File: config.mk
export PLATFORM = sky130hd
export DESIGN_NAME = bcd_display_driver
export DESIGN_NICKNAME = d
export VERILOG_FILES = /design/src/rtl/bcd_display_driver.sv
export SDC_FILE = /design/constraint.sdc
export NUM_CORES = 1
export LEC_CHECK = 0
export ABC_AREA = 1
export ABC_CLOCK_PERIOD_IN_PS = 2000
export BUFFER_PORTS_ARGS = -buffer_cell sky130_fd_sc_hd__buf_2
export CORE_MARGIN = 2
export CORE_UTILIZATION = 56
export CTS_BUF_LIST = sky130_fd_sc_hd__clkbuf_4
export DETAILED_ROUTE_END_ITERATION = 10
export PLACE_DENSITY_LB_ADDON = 0.05
export REMOVE_ABC_BUFFERS = 1
export SLEW_MARGIN = 30
export SYNTH_ARGS = -nofsm -noshare
export SYNTH_HDL_FRONTEND = slang
export SYNTH_SLANG_ARGS = --single-unit
File: constraint.sdc
create_clock -name iCLK -period 2 [get_ports iCLK]
set_input_delay 0.1 -clock iCLK [delete_from_list [all_inputs] [get_ports iCLK]]
set_output_delay 0.1 -clock iCLK [all_outputs]
set_load 0.05 [all_outputs]
File: src/rtl/bcd_display_driver.sv
`default_nettype none
// ============================================================================
// Module      : bcd_display_driver
// Description : Serial double-dabble binary-to-BCD converter feeding four
//               7-segment decoders, with leading-zero blanking and overflow.
// Revision    : 1.0 - initial release
// ============================================================================
module bcd_display_driver #(
    parameter int WIDTH = 14
) (
    input  logic             iCLK,
    input  logic             iRST,
    input  logic [WIDTH-1:0] iVALUE,
    input  logic             iSTART,
    output logic             oBUSY,
    output logic             oDONE,
    output logic [3:0]       oDIG3,
    output logic [3:0]       oDIG2,
    output logic [3:0]       oDIG1,
    output logic [3:0]       oDIG0,
    output logic [3:0]       oBLANK,
    output logic             oOVF
);

    localparam int CNT_W = (WIDTH > 1) ? $clog2(WIDTH) : 1;

    localparam logic [1:0]       c_IDLE = 2'd0;
    localparam logic [1:0]       c_CONV = 2'd1;
    localparam logic [1:0]       c_LOAD = 2'd2;
    localparam logic [CNT_W-1:0] c_LAST = CNT_W'(WIDTH - 1);
    localparam logic [CNT_W-1:0] c_ONE  = CNT_W'(1);

    logic [1:0]       r_state;
    logic [1:0]       w_state_nxt;
    logic             w_busy;

    logic [WIDTH-1:0] r_bin;
    logic [15:0]      r_bcd;
    logic [CNT_W-1:0] r_cnt;
    logic             r_ovf;
    logic             w_ovf_in;
    logic [14:0]      w_bcd_adj;

    logic [15:0]      r_dig;
    logic [3:0]       r_blank;
    logic             r_ovf_out;
    logic             r_done;

    // Only a full 14-bit input can exceed 9999; narrower inputs never overflow.
    generate
        if (WIDTH >= 14) begin : g_ovf
            assign w_ovf_in = (iVALUE > WIDTH'(9999));
        end else begin : g_no_ovf
            assign w_ovf_in = 1'b0;
        end
    endgenerate

    // Per-nibble add-3 correction, no inter-nibble carry.
    generate
        for (genvar gi = 0; gi < 3; gi++) begin : g_adj
            assign w_bcd_adj[4*gi +: 4] = (r_bcd[4*gi +: 4] >= 4'd5)
                                        ? r_bcd[4*gi +: 4] + 4'd3
                                        : r_bcd[4*gi +: 4];
        end
    endgenerate

    // Top nibble's MSB is shifted out, so only its low three bits matter.
    assign w_bcd_adj[14:12] = (r_bcd[15:12] >= 4'd5)
                            ? r_bcd[14:12] + 3'd3
                            : r_bcd[14:12];

    always_ff @(posedge iCLK or posedge iRST) begin
        if (iRST) begin
            r_state <= c_IDLE;
        end else begin
            r_state <= w_state_nxt;
        end
    end

    always_comb begin
        w_state_nxt = r_state;
        case (r_state)
            c_IDLE:  if (iSTART) w_state_nxt = c_CONV;
            c_CONV:  if (r_cnt == c_LAST) w_state_nxt = c_LOAD;
            c_LOAD:  w_state_nxt = c_IDLE;
            default: w_state_nxt = c_IDLE;
        endcase
    end

    always_comb begin
        w_busy = (r_state != c_IDLE);
    end

    always_ff @(posedge iCLK or posedge iRST) begin
        if (iRST) begin
            r_bin <= '0;
            r_bcd <= '0;
            r_cnt <= '0;
            r_ovf <= 1'b0;
        end else begin
            case (r_state)
                c_IDLE: begin
                    if (iSTART) begin
                        r_bin <= iVALUE;
                        r_bcd <= '0;
                        r_cnt <= '0;
                        r_ovf <= w_ovf_in;
                    end
                end
                c_CONV: begin
                    r_bcd <= {w_bcd_adj, r_bin[WIDTH-1]};
                    r_bin <= {r_bin[WIDTH-2:0], 1'b0};
                    r_cnt <= r_cnt + c_ONE;
                end
                default: begin
                end
            endcase
        end
    end

    // Display registers move only on the LOAD edge, so no partial result shows.
    always_ff @(posedge iCLK or posedge iRST) begin
        if (iRST) begin
            r_dig     <= 16'h0000;
            r_blank   <= 4'b1110;
            r_ovf_out <= 1'b0;
            r_done    <= 1'b0;
        end else begin
            r_done <= (r_state == c_LOAD);
            if (r_state == c_LOAD) begin
                if (r_ovf) begin
                    r_dig     <= 16'hEEEE;
                    r_blank   <= 4'b0000;
                    r_ovf_out <= 1'b1;
                end else begin
                    r_dig      <= r_bcd;
                    r_blank[3] <= (r_bcd[15:12] == 4'd0);
                    r_blank[2] <= (r_bcd[15:8] == 8'd0);
                    r_blank[1] <= (r_bcd[15:4] == 12'd0);
                    r_blank[0] <= 1'b0;
                    r_ovf_out  <= 1'b0;
                end
            end
        end
    end

    assign oBUSY  = w_busy;
    assign oDONE  = r_done;
    assign oDIG3  = r_dig[15:12];
    assign oDIG2  = r_dig[11:8];
    assign oDIG1  = r_dig[7:4];
    assign oDIG0  = r_dig[3:0];
    assign oBLANK = r_blank;
    assign oOVF   = r_ovf_out;

endmodule
`default_nettype wire
### Yosys cells after proc, flatten, opt, wreduce, memory -nomap -nowiden

Cells that the tools add are included.
Widths: inputs -> output; s select.

| storage, ports and cells | value |
|---|---|
| register bits | 59 |

| operators by class | value |
|---|---|
| reductions and logical operators | 9 |
| add/sub/neg operators | 5 |
| multiplexer cells | 16 |
| order comparisons | 5 |
| eq/ne operators | 5 |

Operator list:

| kind | number |
|---|---|
| $mux 16 | 2 |
| $pmux 16 s2 | 1 |
| $pmux 14 s2 | 1 |
| $mux 4 | 5 |
| $ge 4x3->1 const B | 4 |
| $gt 14x14->1 const B | 1 |
| $mux 14 | 1 |
| $add 4x2->4 const B | 3 |
| $logic_not 12->1 | 1 |
| $logic_not 8->1 | 1 |
| $pmux 4 s2 | 1 |
| $reduce_and 2->1 | 3 |
| $add 4x1->4 const B | 1 |
| $eq 4x4->1 const B | 1 |
| $logic_not 4->1 | 1 |
| $mux 2 | 2 |
| $ne 2x2->1 const B | 2 |
| $pmux 2 s2 | 1 |
| $reduce_bool 2->1 | 2 |
| $add 3x2->3 const B | 1 |
| $mux 3 | 1 |
| $eq 2x1->1 const B | 1 |
| $eq 2x2->1 const B | 1 |
| $logic_not 2->1 | 1 |
| $mux 1 | 1 |

### Logic depth before layout (Yosys ltp)

Gate-level depths: netlist of the first run.

| logic depth | value |
|---|---|
| word-level depth | 3 |
| depth in mapped cells | 9 |

### Least setup slack after synthesis of the first run

No wires, ideal clock.

| timing path | value |
|---|---|
| path kind | flip-flop to flip-flop |
| start | register r_state[1] |
| end | register r_bcd[6] |
| required time | 1883 ps |
| clock period less this slack | 1141 ps |
| cell stages (with the launch flop) | 9 |
| buffers on the path | 2 |
| slack | 859 ps |
| arrival | 1023 ps |
| cell sequence | dfrtp_1 inv_2 nand2_1 buf_6 nand2_8 inv_4 buf_6 nand2_1 nand2_1 |

| on the way | value |
|---|---|
| longest elaborated chain between the ends | 3 |
| elaborated cells between the ends (all ways) | 6 |

Ends and longest elaborated chain:

| item | line | RTL |
|---|---|---|
| start, declared | 33 | `logic [1:0] r_state;` |
| start signal, assigned | 74 | `r_state <= c_IDLE;` |
| start signal, assigned | 76 | `r_state <= w_state_nxt;` |
| $eq 2x1->1 or $logic_not 2->1 (tied branches) | 101 | `case (r_state)` |
| $reduce_bool 2->1 (no line) or $ne 2x2->1 (tied branches) | - |  |
| $reduce_and 2->1 (no line) | - |  |
| end signal, assigned | 111 | `r_bcd <= {w_bcd_adj, r_bin[WIDTH-1]};` |
| end, declared | 38 | `logic [15:0] r_bcd;` |

Several ways; a longest one is shown, not always the timed one.
A chain may end at the register's enable or synchronous reset.

### Final worst setup path of the first run

| timing path | value |
|---|---|
| start | register r_state[0] |
| end | register r_bin[3] |

| on the way | value |
|---|---|
| longest elaborated chain between the ends | 3 |
| elaborated cells between the ends (all ways) | 6 |

Ends and longest elaborated chain:

| item | line | RTL |
|---|---|---|
| $eq 2x1->1 or $logic_not 2->1 (tied branches) | 101 |  |
| $reduce_bool 2->1 (no line) or $ne 2x2->1 (tied branches) | - |  |
| $reduce_and 2->1 (no line) | - |  |
| end signal, assigned | 104 | `r_bin <= iVALUE;` |
| end signal, assigned | 112 | `r_bin <= {r_bin[WIDTH-2:0], 1'b0};` |
| end, declared | 37 | `logic [WIDTH-1:0] r_bin;` |

Several ways; a longest one is shown, not always the timed one.

==> impl_results.md, run 1 <==
- Outcome: completed
- Largest family of logic cells by synthesized area: simple AND/OR/NAND/NOR gates
- Post-layout util: 0.649
- CTS-repair resized insts: 0
- Yosys warns: 0
- CP endpoint kind: register
- Final Hold Viols: 0
- Leading area contributor after synthesis: dfrtp_1
- Clock latency on the worst-skew pair: 0.39 ns
- First-pass GRT wire length: 9.60 mm
- Critical Path Source Type: register
- Starting Density: 0.578
- CP cell instances: nand2_1, buf_4, nand2_1, o21ai_1, nand2_1, o21ai_2
- Drc violations: 0
- P per Cell Area: 1630 nW/µm²
- Vias in the first global route: 2228
- Worst Path Arrival: 1.71 ns
- Period Utilization, post-route: 0.701
- Seq/Total Area, Yosys: 0.496
- Drt via density: 5.05
- Die X: 76.4 µm
- Adder-Cell Fraction of Synth Area: 0.0555
- Fraction of synthesized area in multiplexers: 0
- Peak VDD IR: between 0.0007 and 0.0008 V
- XOR/XNOR share of the synthesized area: 0
- # rows: 26
- Antenna Diode Count: 0
- Iteration-0 DRC Markers: between 100 and 150
- Layer carrying the most global-route usage: met2
- Via count: ~2400
- Tmin final: approximately 1.4 ns
- TritonCTS clock tree: done
- Cells after DPL: about 460
- Die Y: roughly 76 µm
- Most common cell on crit path: nand2_1
- Routing usage on met3: 0.0355
- Initial antenna violation count: 0
- CP bufs+invs: 1
- Max Cap Viol: 0
- Final setup TNS: 0 ns
- Global route overflow: 0
- CP max stage delay: approximately 0.44 ns
- Drt pass-1 iters: 4
- GPL Wtd Cong: 0.783
- Share of the synthesized area in the top cell type: 0.469
- CP max-delay cell: dfrtp_1
- R2r setup slk: around 0.6 ns
- Final cell count without fillers: 474
- Yosys cell types: 25
- Place WS: approximately 0.6 ns
- Crit Path Category: reg2reg
- Synth area leaders: dfrtp_1 (47%), nand2_1 (13%), ha_1 (5.5%), inv_1 (5.0%), nand3_1 (4.8%)
- Die ar.: approximately 5800 µm²
- M2 GR Usage: 0.343
- Post-synthesis simple-gate area fraction: 0.250
- Final setup viols: 0
- Setup Skew: ~0.013 ns
- Deepest clock path buffer count: 2
- Hold Crit Class: in2reg
- Worst hold endpoint: r_ovf$_DFFE_PP0P_
- Core Region: 5070 µm²
- Cell count after synthesis: approximately 360
- Synthesized area: roughly 2900 µm²
- Flops & latches, synth: between 50 and 60
- Area grow syn2layout: 12.2%
- R2R depth: 6
- Lkg Pwr: 1.70 nW
- CTS H-tree lvls: 3
- End of the worst register-to-register path: r_bin[3]$_DFFE_PP0P_
- CTS clock-pin slew for the worst setup and hold paths: ~0.10 ns
- CTS Hold Bufs: 2
- Overall Global Routing Usage: 0.204
- IO Pins: 40
- Pin count of the biggest net entering global routing: 59
- Post-Route WL: around 5.3 mm
- Compound-Gate Fraction of Synth Area: 0.105
- RSZ-0062 raised after global routing: false
- Avg WL per Cell: between 10 and 15 µm
- Fmax: approximately 710 MHz
- Fin. max-slew vios: 0
- Clock Tree Root: clkbuf_4
- Min-Delay Path Depth: 5
- Post-DP HPWL: roughly 3.8 mm
- Final ANT Viol Nets: 0
- Fin worst setup slack: 0.598 ns
- Cell class contributing the biggest share of worst-path delay: flip-flops
- Hold Startpoint: iVALUE[13]
- Crit path max fanout: 27
- Final nets: around 430
- Post-CTS Setup Bufs: 0
- I/O Buffers: 38
- Routing usage on met1: 0.254
- Worst R2R Start: r_state[0]$_DFFE_PP0P_
- Layout cells sized above 1: 0.186
- Mapped Avg Cell Area: 8.26 µm²
- CTS Buf Count: 9
- Worst Path Required: about 2.3 ns
- Clock sink total: just under 60
## cell type report
cell class,instances,area [µm²]
fill,464,1780
sequential,58,1460
clock buffer,14,105
inverter,44,168
tap,70,87.6
multi-input combinational,241,1210
clock inverter,2,7.51
timing repair buffer,45,260
## how the worst max path moves through the flow
stage	cells after the start	slack, ns	endpoint	startpoint
floorplan	6	0.40	r_bcd[8]$_DFFE_PP0P_	r_state[1]$_DFFE_PP0P_
global placement	7	0.64	r_bin[9]$_DFFE_PP0P_	r_state[1]$_DFFE_PP0P_
detailed placement	6	0.61	r_bin[8]$_DFFE_PP0P_	r_state[0]$_DFFE_PP0P_
CTS	6	0.58	r_bin[3]$_DFFE_PP0P_	r_state[0]$_DFFE_PP0P_
global route	5	0.45	r_bcd[8]$_DFFE_PP0P_	r_state[0]$_DFFE_PP0P_
finish	6	0.60	r_bin[3]$_DFFE_PP0P_	r_state[0]$_DFFE_PP0P_
## report_power, final
part | internal [mW] | switching (mW)
clock | 0.320 | 0.392
combinational | 0.858 | 1.86
sequential | 1.65 | 0.300
total | 2.83 | 2.55
## routing by layer
layer  up-vias  part of all wire
li1       1229                 -
met1      1093              0.46
met2        60              0.47
met3        14             0.045
met4         0             0.024
met5         -                 0
## layout by cell type (no fill, tap or decap), drive strengths merged, types with 3 or more instances in the layout
| cell type | n |
|---|---|
| a21oi | 15 |
| dfstp | 3 |
| clkbuf | 14 |
| nand4 | 9 |
| nor2 | 29 |
| dfrtp | 55 |
| nand3 | 29 |
| buf | 43 |
| inv | 44 |
| o21ai | 39 |
| ha | 13 |
| nand2 | 103 |
## through the flow
step	hold WS (ns)	power (mW)	instance area, µm²
after detailed placement	0.183	4.71	3160
after CTS	0.0191	5.44	3290
after global placement	0.182	4.65	3160
final	0.0271	5.38	3290
after global routing	0.0446	5.91	3290
after floorplan	0.253	4.07	2830
## synth_stat cells (all sizes together)
| library cell | n |
|---|---|
| nor2 | 29 |
| clkbuf | 1 |
| conb | 1 |
| ha | 13 |
| nand2 | 103 |
| nand4 | 9 |
| o22ai | 2 |
| buf | 11 |
| o21ai | 39 |
| a21oi | 15 |
| o21a | 1 |
| nand3 | 29 |
| dfstp | 3 |
| dfrtp | 55 |
| inv | 44 |
## worst reg2reg max path: stages (launching register included)
cell and delay [ns]:
dfrtp_1 0.44, nand2_1 0.26, buf_4 0.32, nand2_1 0.10, o21ai_1 0.09, nand2_1 0.07, o21ai_2 0.06
## registers in the layout (all words and copies together), names as in the netlist
| name | flops |
|---|---|
| r_ovf | 1 |
| r_state | 2 |
| r_cnt | 4 |
| oBLANK | 3 |
| r_dig | 16 |
| r_bin | 14 |
| oDONE | 1 |
| r_bcd | 16 |
| oOVF | 1 |
## cells by family after synthesis
logic type / after synthesis
AO/OA/AOI/OAI: 57
adder cells (fa/ha/maj): 13
buffers and inverters: 56
flip-flops: 58
other: 1
AND/OR/NAND/NOR: 170
(Power assumes the default switching activity.)
==> run 2, diff against run 1 <==
--- a/config.mk
+++ b/config.mk
@@ -5,8 +5,8 @@
 export SDC_FILE = /design/constraint.sdc
 export NUM_CORES = 1
 export LEC_CHECK = 0
-export ABC_AREA = 1
-export ABC_CLOCK_PERIOD_IN_PS = 2000
+export ABC_AREA = 0
+export ABC_CLOCK_PERIOD_IN_PS = 1400
 export BUFFER_PORTS_ARGS = -buffer_cell sky130_fd_sc_hd__buf_2
 export CORE_MARGIN = 2
 export CORE_UTILIZATION = 56
==> constraint.sdc (replaced) <==
create_clock -name iCLK -period 1.4 [get_ports iCLK]
set_input_delay 0.07 -clock iCLK [delete_from_list [all_inputs] [get_ports iCLK]]
set_output_delay 0.07 -clock iCLK [all_outputs]
set_load 0.05 [all_outputs]
==> impl_results.md, run 2 <==
- Outcome: complete, but fails checks (was completed)
- Failing checks: setup timing
- Global route overflow: 0 (unchanged)
- Fin. max-slew vios: 0 (unchanged)
- Top_reg_cell synth: dfrtp_1 (unchanged)
- R2r setup slk: -0.04 ns (was 0.60 ns)
- Starting Density: 0.593 (was 0.578)
- CTS clock-pin slew for the worst setup and hold paths: 0.10 ns (about the same)
- # rows: 25 (was 26)
- GPL Wtd Cong: 0.793 (was 0.783)
- Critical Path Source Type: register (unchanged)
- Lkg Pwr: 1.86 nW (was 1.70 nW)
- Number of synthesized flops with an enable pin: 0 (unchanged)
- Tmin final: 1.44 ns (was 1.40 ns)
- Area grow syn2layout: 28.6% (was 12.2%)
- Hold Crit Class: in2reg (unchanged)
- Commonest non-fill, non-tap cells in the layout: dfrtp_1 (55), nand2_1 (53), o21ai_0 (41), buf_4 (39), buf_2 (37) (was nand2_1 (102), dfrtp_1 (55), inv_1 (38), buf_2 (38), nand3_1 (28))
- Clock Tree Root: clkbuf_4 (unchanged)
- Cell count after synthesis: 298 (was 355)
- Period Utilization, post-route: 1.03 (was 0.701)
- Flops & latches, synth: 58 (unchanged)
- Crit path max fanout: 2 (was 27)
- Antenna Diode Count: 0 (unchanged)
- Filler cells: 386 (was 464)
- P per Cell Area: 2320 nW/µm² (was 1630 nW/µm²)
- Drc violations: 0 (unchanged)
- Worst Path Required: 1.74 ns (was 2.31 ns)
- CP max-delay cell: dfrtp_1 (unchanged)
- Fin worst setup slack: -0.0379 ns (was 0.598 ns)
- Post-layout power: 8.53 mW (was 5.38 mW)
- Via count: 2380 (was 2396)
- Peak VDD IR: 0.00116 V (was 0.000723 V)
- Ys async rst share: 1.00 (unchanged)
- Deepest clock path buffer count: 2 (unchanged)
- Avg WL per Cell: 14.0 µm (was 11.3 µm)
- TritonCTS clock tree: done (unchanged)
- Clock latency on the worst-skew pair: 0.40 ns (was 0.39 ns)
- Most common cell after layout, fill and taps aside: dfrtp_1 (was nand2_1)
- Post-Route WL: 6.29 mm (was 5.34 mm)
- Mapped Avg Cell Area: 9.59 µm² (was 8.26 µm²)
- Leading area contributor after synthesis: dfrtp_1 (unchanged)
- Die ar.: 5690 µm² (was 5830 µm²)
- Layout cells sized above 1: 0.336 (was 0.186)
- R2R depth: 4 (was 6)
- Initial antenna violation count: 0 (unchanged)
- Worst Path Arrival: 1.78 ns (was 1.71 ns)
- CTS Buf Count: 9 (unchanged)
- Hold Startpoint: iVALUE[1] (was iVALUE[13])
- Setup Skew: 0.0138 ns (was 0.0126 ns)
- Multi-input gate area: 1390 µm² (was 1210 µm²)
- CTS H-tree lvls: 3 (unchanged)
- Overall Global Routing Usage: 0.235 (was 0.204)
- Largest registers: r_bcd x16, r_dig x16, r_bin x14 (unchanged)
- Worst R2R Start: r_state[0]$_DFFE_PP0P_ (unchanged)
- I/O Buffers: 38 (unchanged)
- Fmax: 695 MHz (was 713 MHz)
- Die Y: 75.4 µm (was 76.4 µm)
- RSZ-0062 raised after global routing: true (was false)
- Drt pass-1 iters: 4 (unchanged)
- Min-Delay Path Depth: 4 (was 5)
- Pin count of the biggest net entering global routing: 44 (was 59)
- Drt via density: 5.31 (was 5.05)
- Final ANT Viol Nets: 0 (unchanged)
- Yosys warns: 0 (unchanged)
- Register area: 1460 µm² (unchanged)
- IO Pins: 40 (unchanged)
- Finished Cell Area: 3680 µm² (was 3290 µm²)
- Seq/Total Area, Yosys: 0.509 (was 0.496)
- Max Cap Viol: 0 (unchanged)
- CP cell instances: nor4b_4, nand3b_4, nor4b_4, a32o_1 (was nand2_1, buf_4, nand2_1, o21ai_1, nand2_1, o21ai_2)
- DP Area: 3300 µm² (was 3160 µm²)
- Worst hold endpoint: r_bin[1]$_DFFE_PP0P_ (was r_ovf$_DFFE_PP0P_)
- Most frequent cells after synthesis: dfrtp_1 (55), nand2_1 (53), o21ai_0 (43), nor2_1 (20), a21oi_1 (19) (was nand2_1 (102), dfrtp_1 (55), inv_1 (39), nand3_1 (28), nor2_1 (27))
- Post-DP HPWL: 3.94 mm (was 3.76 mm)
- Core Region: 4820 µm² (was 5070 µm²)
- Crit Path Category: reg2reg (unchanged)
- Most common cell on crit path: nor4b_4 (was nand2_1)
- First-pass GRT wire length: 10.0 mm (was 9.60 mm)
- Final setup viols: 1 (was 0)
- Synthesized area: 2860 µm² (was 2930 µm²)
- End of the worst register-to-register path: oBLANK[1]$_DFFE_PP1P_ (was r_bin[3]$_DFFE_PP0P_)
- Vias in the first global route: 2258 (was 2228)
- Most common cell in the netlist: dfrtp_1 (was nand2_1)
- CP max stage delay: 0.43 ns (was 0.44 ns)
- Iteration-0 DRC Markers: 123 (was 147)
- Final nets: 406 (was 429)
- CP endpoint kind: register (unchanged)
- Die X: 75.4 µm (was 76.4 µm)
- Yosys cell types: 32 (was 25)
- Share of the synthesized area in the top cell type: 0.482 (was 0.469)
- Final Hold Viols: 0 (unchanged)
- Synth area leaders: dfrtp_1 (48%), o21ai_0 (7.5%), nand2_1 (7.0%), ha_1 (5.7%), and3b_1 (4.0%) (was dfrtp_1 (47%), nand2_1 (13%), ha_1 (5.5%), inv_1 (5.0%), nand3_1 (4.8%))
- Clock sink total: 58 (unchanged)
==> run 2: changes by cell type after synthesis, sizes merged, moves of 8 or more <==
cell / before / now
nor2: 29 / 20
nand2: 103 / 53
nand3: 29 / 3
clkbuf: 1 / 11
and3b: 0 / 13
nand4: 9 / 1
inv: 44 / 12
a22o: 0 / 9
==> run 2: per-stage QoR <==
step                      setup slack, ns  TNS, ns  hold slack [ns]   util  cells
after floorplan                    -0.826   -39.11            0.217      -    279
after global placement             0.0112        0           0.0584  0.684    416
after detailed placement          -0.0447   -0.128           0.0610  0.684    416
after CTS                         -0.0221  -0.0396           0.0572  0.728    440
after global routing               -0.127   -0.307           0.0944  0.763    448
final                             -0.0379  -0.0379           0.0721  0.763    448
==> run 2: worst max-delay path by stage <==
stage | startpoint | end | slack [ns]
after CTS | r_bcd[15]$_DFFE_PP0P_ | oBLANK[1]$_DFFE_PP1P_ | -0.02
after floorplan | r_state[0]$_DFFE_PP0P_ | r_bcd[10]$_DFFE_PP0P_ | -0.83
after global placement | r_state[0]$_DFFE_PP0P_ | oBLANK[1]$_DFFE_PP1P_ | 0.01
after detailed placement | r_bcd[12]$_DFFE_PP0P_ | r_bcd[14]$_DFFE_PP0P_ | -0.04
after global routing | r_state[0]$_DFFE_PP0P_ | oBLANK[1]$_DFFE_PP1P_ | -0.13
final | r_state[0]$_DFFE_PP0P_ | oBLANK[1]$_DFFE_PP1P_ | -0.04
==> run 2: metal layers <==
layer	track usage	vias to the layer above	share of wire
li1	-	1172	-
met1	0.299	1139	0.45
met2	0.387	56	0.49
met3	0.0437	13	0.040
met4	0.117	0	0.020
met5	0	-	0
==> run 2: area by class of cell <==
| cell class | instances | share of cell area |
|---|---|---|
| Tap cell | 67 | 0.0228 |
| Inverter | 12 | 0.0123 |
| Clock buffer | 11 | 0.0225 |
| Timing Repair Buffer | 86 | 0.162 |
| Clock inverter | 5 | 0.00613 |
| Multi-Input combinational cell | 209 | 0.379 |
| Sequential cell | 58 | 0.396 |
==> run 2: timing repair <==
item,in CTS,in global routing
hold buffers,4,0
buffers inserted,4,8
endpoints found under the setup margin,11,22
pin swaps,4,9
hold endpoints to repair,60,0
resized for setup,10,29
==> run 2: cell families (layout without fill, tap and decap cells) <==
family          Yosys count  count (layout)  share of synthesized area
simple gates            105             105                      0.191
xor+xnor                  5               5                     0.0153
mux                       4               4                     0.0140
flops                    58              58                      0.509
compound gates           81              81                      0.164
fa+ha+maj                13              13                     0.0569
other cells               1               1                    0.00131
buf+inv                  31             114                     0.0482
==> run 2: power by group <==
part	total (mW)	switching, mW	internal, mW
clock	0.993	0.608	0.385
combinational	4.60	2.67	1.93
sequential	2.94	0.563	2.37
==> run 2: critical path, delay by kind of cell (launching register included) <==
kind / cells / cell delay (ns)
flip-flops: 1 / 0.43
AND/OR/NAND/NOR: 3 / 0.75
AO/OA/AOI/OAI: 1 / 0.20
